**src/rtl/pwm_dither_gen.sv**
```systemverilog
// PWM generator with a programmable prescaler and a 16-slot dither pattern that
// adds one extra high step to selected periods. Settings take effect only at period wrap.
module pwm_dither_gen #(
    parameter int CCW = 24
) (
    input  logic           clk_i,
    input  logic           rstn_i,
    input  logic [CCW-1:0] cfg_i,
    input  logic [31:0]    freq_div_i,
    input  logic           dith_en_i,
    output logic           pwm_o,
    output logic           sync_o,
    output logic [3:0]     idx_o
);

    logic [31:0] pre_q,   pre_d;
    logic [7:0]  cnt_q,   cnt_d;
    logic [3:0]  idx_q,   idx_d;
    logic [7:0]  duty_q,  duty_d;
    logic [15:0] mask_q,  mask_d;
    logic        dith_q,  dith_d;
    logic [31:0] divl_q,  divl_d;
    logic        pwm_q,   pwm_d;
    logic        sync_q,  sync_d;

    logic       tick;
    logic       wrap;
    logic [8:0] thr;

    // Threshold derives purely from settings latched at wrap, so it cannot
    // change mid-period regardless of what the inputs do.
    always_comb begin
        // NOTE: every signal gets a default first so no path leaves it unassigned (no latch).
        tick   = (pre_q == divl_q - 32'd1);
        wrap   = tick && (cnt_q == 8'hFF);
        thr    = {1'b0, duty_q} + {8'b0, dith_q & mask_q[idx_q]};

        pre_d  = tick ? 32'd0 : pre_q + 32'd1;
        cnt_d  = tick ? cnt_q + 8'd1 : cnt_q;
        idx_d  = idx_q;
        duty_d = duty_q;
        mask_d = mask_q;
        dith_d = dith_q;
        divl_d = divl_q;

        if (wrap) begin
            idx_d  = idx_q + 4'd1;
            duty_d = cfg_i[CCW-1:CCW-8];
            mask_d = cfg_i[15:0];
            dith_d = dith_en_i;
            divl_d = (freq_div_i == 32'd0) ? 32'd1 : freq_div_i;
        end

        pwm_d  = ({1'b0, cnt_q} < thr);
        sync_d = wrap;
    end

    // Reset values make the first edge after release a wrap (pre=0 matches divl-1=0, cnt=255).
    always_ff @(posedge clk_i or negedge rstn_i) begin
        if (!rstn_i) begin
            pre_q  <= 32'd0;
            cnt_q  <= 8'hFF;
            idx_q  <= 4'hF;
            duty_q <= 8'd0;
            mask_q <= 16'd0;
            dith_q <= 1'b0;
            divl_q <= 32'd1;
            pwm_q  <= 1'b0;
            sync_q <= 1'b0;
        end else begin
            // NOTE: non-blocking assignments so every flop samples pre-edge values.
            pre_q  <= pre_d;
            cnt_q  <= cnt_d;
            idx_q  <= idx_d;
            duty_q <= duty_d;
            mask_q <= mask_d;
            dith_q <= dith_d;
            divl_q <= divl_d;
            pwm_q  <= pwm_d;
            sync_q <= sync_d;
        end
    end

    assign pwm_o  = pwm_q;
    assign sync_o = sync_q;
    assign idx_o  = idx_q;

endmodule
```
**config.mk**
```make
export PLATFORM = sky130hd
export DESIGN_NAME = pwm_dither_gen
export DESIGN_NICKNAME = d
export VERILOG_FILES = /design/src/rtl/pwm_dither_gen.sv
export SDC_FILE = /design/constraint.sdc
export NUM_CORES = 1
export LEC_CHECK = 0
export CELL_PAD_IN_SITES_DETAIL_PLACEMENT = 1
export CELL_PAD_IN_SITES_GLOBAL_PLACEMENT = 1
export CORE_MARGIN = 3
export CORE_UTILIZATION = 30
export DETAILED_ROUTE_END_ITERATION = 6
export PLACE_DENSITY = 0.63
export REMOVE_ABC_BUFFERS = 1
export SLEW_MARGIN = 10
export SYNTH_ARGS = -nofsm -noshare
export SYNTH_HDL_FRONTEND = slang
export SYNTH_SLANG_ARGS = --single-unit
```
**constraint.sdc**
```tcl
create_clock -name clk_i -period 4.5 [get_ports clk_i]
set_input_delay 0.9 -clock clk_i [delete_from_list [all_inputs] [get_ports clk_i]]
set_output_delay 0.9 -clock clk_i [all_outputs]
set_load 0.01 [all_outputs]
```
# Word-level counts from Yosys, hierarchy flattened
# Cells that the tools add are included.
# word_totals
ff_bits	103
inputBits	59
elab_cells	25
# classes
addsub	5
order_cmp	2
n_eq_ne	2
mux	4
bitwise	1
reduce_logical	2
# ops
cell	count
$mux 32	2
$add 32x1->32 const B	1
$eq 32x32->1	1
$logic_not 32->1	1
$sub 32x1->32 const B	1
$add 8x1->9	1
$lt 8x9->1	1
$add 8x1->8 const B	1
$eq 8x8->1 const B	1
$lt 4x5->1 const B	1
$add 4x1->4 const B	1
$bmux 1 s4	1
$and 1x1->1	1
$logic_and 1x1->1	1
$mux 1	1

# Logic depth before layout (Yosys ltp)
# depth
word_depth	5
mapped_depth	15
depth_no_buf	14

# Worst setup path before layout
# Ideal clock, no wire load.
# synth_path
path_type	register -> register
startpoint	reg idx_q[0] (netlist: idx_o[0])
endpoint	reg pwm_q (netlist: pwm_o)
setup_time_ps	87
t_arrival_ps	3897
setup_slack_ps	516
path_stages_with_launch	16
n_path_buf	1
period_less_slack_ps	3984
cell_sequence	dfstp_2 > clkbuf_1 > mux4_2 > mux4_2 > and2_1 > ha_1 > ha_1 > inv_1 > ha_1 > a21o_1 > a21o_1 > a21o_1 > a21o_1 > a21o_1 > a211o_1 > o211ai_1
# synth_via
elab_chain_cells	5
# synth_lines
element	line	source
start: declaration	18	logic [3:0] idx_q, idx_d;
start signal: assignment	74	idx_q <= idx_d;
$bmux 1 s4	36	thr = {1'b0, duty_q} + {8'b0, dith_q & mask_q[idx_q]};
$mux 1 (not written as such)	36	
$and 1x1->1	36	
$add 8x1->9	36	
$lt 8x9->1	54	pwm_d = ({1'b0, cnt_q} < thr);
named net pwm_d	23	logic pwm_q, pwm_d;
end signal: assignment	79	pwm_q <= pwm_d;
end: declaration	23	
# The timed path passes the listed nets, and every way through them passes these cells. The select of a mux whose other input is x is not followed.
# A chain may end at the register's enable or synchronous reset.

# Worst setup path after layout
# layout_path
startpoint	reg divl_q[15]
endpoint	reg divl_q[25]
# layout_via
elab_chain_cells	3
# layout_lines
element	line	source
start: declaration	22	logic [31:0] divl_q, divl_d;
start signal: assignment	78	divl_q <= divl_d;
$sub 32x1->32	34	tick = (pre_q == divl_q - 32'd1);
$eq 32x32->1	34	
$logic_and 1x1->1	35	wrap = tick && (cnt_q == 8'hFF);
# No other way between the ends.

==> out/metrics.csv <==
stage;metric;value;unit
run_status;status;finished clean;
layout;fill_cells;2145;
layout;drive_gt1_share;18.11;%
floorplanning;die_width;147.8;µm
floorplanning;die_h;147.8;µm
cts;cts_tree;built;
layout;instances_no_fill;900;
floorplanning;dieArea;21840;µm²
routing;drtIter0Drc;174;
layout;nets;702;
yosys;ys_seq_area_share;43.02;%
setup_path;critPathKind;reg2reg;
yosys;synth_top_area_cell;dfrtp_1;
power_and_ir_drop;pwr_density_cell;259.1;nW/µm²
sta;finalCritPeriodShare;88.86;%
setup_path;arrival;4.24;ns
global_routing;grt_pass1_vias;4910;
setup_path;r2r-end;divl_q[25];
power_and_ir_drop;ir_drop;0.1457;mV
sta;rsz0062_at_grt;false;
sta;finalCriticalPeriod;3.999;ns
floorplanning;start_util;30.78;%
setup_path;crit_end;divl_q[25];
place;io_buffers;64;
setup_path;crit_start;divl_q[15];
global_routing;grt_max_degree;60;
yosys;synthArstFlopShare;100.0;%
floorplanning;core_area;19590;µm²
setup_path;reg2reg_slack;0.50;ns
sta;hold_viol;0;
place;dpl_worst_slack;0.5146;ns
floorplanning;io_pins;65;
routing;num_vias;4485;
yosys;synth.distinct_cells;60;
place;gp_congestion;0.8074;
floorplanning;rows;51;
sta;drv_slew;0;
yosys;netlist_instances;562;
setup_path;crit_fanout;59;
routing;drt_first_pass_iters;4;
power_and_ir_drop;p_leak;3.215;nW
global_routing;met2_usage;24.20;%
setup_path;r2r_start;divl_q[15];
layout;postLayoutCellArea;7323;µm²
yosys;synth_flop_cell;dfrtp_1;
yosys;ys_ff_latch;103;
cts;cts_made_buffers;9;
place;place_inst;884;
yosys;post-synth-top-count-cell;dfrtp_1;
layout;multi_input_area;3287;µm²
setup_path;cp-start-kind;flop;
yosys;synth_edf_count;0;
place;dpl-instance-area;6983;µm²
global_routing;grt_overflow;0;
cts;hold_buffers;0;
layout;seqCellArea;2594;µm²
cts;path_clk_slew;0.07;ns
cts;clkLatencyLatePin;0.36;ns
cts;cts-root-buf;clkbuf_16;
cts;ctsResizeCount;0;
layout;diodes;0;
routing;drc;0;
cts;post_cts_buffers;0;
sta;skew;0.01065;ns
global_routing;grt_first_pass_wirelength;25480;µm
yosys;synth_commonest_cells;dfrtp_1, nor2_1, mux2_2, xor2_1, xnor2_1;
place;dp_hpwl;11550;µm
sta;setup_violations;0;
yosys;synth_area;6030;µm²
yosys;synth_area_leaders;dfrtp_1, mux2_2, xor2_1;
yosys;yosys_warnings;0;
setup_path;reg2regPathDepth;9;
global_routing;top_usage_layer;met2;
setup_path;critPathRequiredTime;4.74;ns
global_routing;use_met1;19.20;%
yosys;synth_top_cell_area_share;37.35;%
layout;area_growth;21.46;%
sta;setup_tns;0;ns
cts;clock_path_buffers;2;
yosys;avgSynthCellArea;10.73;µm²
global_routing;antenna_found_initial;0;
routing;antenna_left;0;
cts;cts_sinks;103;
worst_hold_path;holdCritPathClass;reg2reg;
sta;fmax;250.1;MHz
global_routing;grt_use_met3;2.728;%
routing;routedWlPerCell;16.85;µm
routing;avgViaCountPerCell;4.983;
sta;worst_slack;0.5012;ns
global_routing;grt_usage;14.58;%
routing;wl;15170;µm
setup_path;crit_path_end_kind;flop;
cts;cts_htree_levels;3;
flow_run;drv_cap;0;
sta;worst_pin_slew;0.8072;ns
sta;max_slew_margin;45.69;%
[power by group]
group / switching [mW] / total [mW] / internal, mW
registers: 0 / 0.926 / 0.926
logic: 0.0315 / 0.0779 / 0.0463
clock network: 0.370 / 0.894 / 0.524
total: 0.402 / 1.90 / 1.50
[worst max-delay path: stages, from the launching register on]
cell and delay [ns]:
dfrtp_1 0.44, or4_1 0.65, or4_1 0.59, o31a_1 0.34, or4_1 0.54, o311ai_2 0.13
nand4_4 0.26, nor2_4 0.20, buf_12 0.33, mux2_2 0.38
[flip-flops by register name, indices dropped and copies added (netlist names), 4 cells and up]
name    cells
mask_q     16
pre_q      32
duty_q      8
idx_o       4
cnt_q       8
divl_q     32
[cells in the final DEF (no fill, tap or decap), types with 3 or more instances in the layout]
master	n
nand4b_1	4
mux2i_1	5
nor2_1	65
mux2_4	8
nand3b_1	3
xnor2_1	33
xor2_1	50
nor3b_1	6
ha_1	13
and2_1	5
or3_1	4
nand3_1	26
or4_1	4
nand4_1	22
nor3_1	16
mux4_2	5
o31ai_1	4
dfrtp_1	90
dfstp_2	13
mux2_2	50
clkbuf_16	9
clkdlybuf4s50_1	63
and3_1	12
a31oi_1	6
a21oi_1	4
o21ai_0	5
buf_4	11
inv_1	10
nor2b_1	7
nand2b_1	5
a21o_1	7
nor4_1	15
nand2_1	17
[stage by stage]
step,power [mW],hold WS [ns],utilization (%)
2_1_floorplan,0.9455,0.4721,-
3_3_place_gp,1.023,0.4844,35.65
3_5_place_dp,1.023,0.4945,35.65
4_1_cts,1.923,0.5106,37.38
5_1_grt,1.969,0.5201,37.38
6_report,1.898,0.5054,37.38
[worst min path at each step]
stage | from | end | slack (ns) | depth (start not counted)
floorplan | dith_q | dith_q | 0.47 | 1
global placement | dith_q | dith_q | 0.48 | 1
detailed placement | mask_q[3] | mask_q[3] | 0.49 | 1
CTS | mask_q[3] | mask_q[3] | 0.51 | 1
global route | mask_q[3] | mask_q[3] | 0.52 | 1
finish | mask_q[3] | mask_q[3] | 0.51 | 1
[metal layers]
| metal | vias to the layer above | wire length [µm] |
|---|---|---|
| li1 | 2165 | - |
| met3 | 18 | 420 |
| met1 | 2250 | 7083 |
| met4 | 0 | 290 |
| met5 | - | 0 |
| met2 | 52 | 7372 |
[cell type report]
type	count	area share, %
clock buffers	11	3.451
clock inverters	5	1.196
inverters	10	0.5126
multi-input cells	431	44.88
flip-flops and latches	103	35.42
well taps	265	4.528
repair buffers	75	10.01
[kinds of logic after synthesis]
family,share of synthesized area (%)
buf+inv,2.470
mux,14.03
fa+ha+maj,2.698
flops,43.02
xor+xnor,12.06
compound gates,5.126
simple gates,20.61
Note: power is estimated with default switching activity, not from simulation.
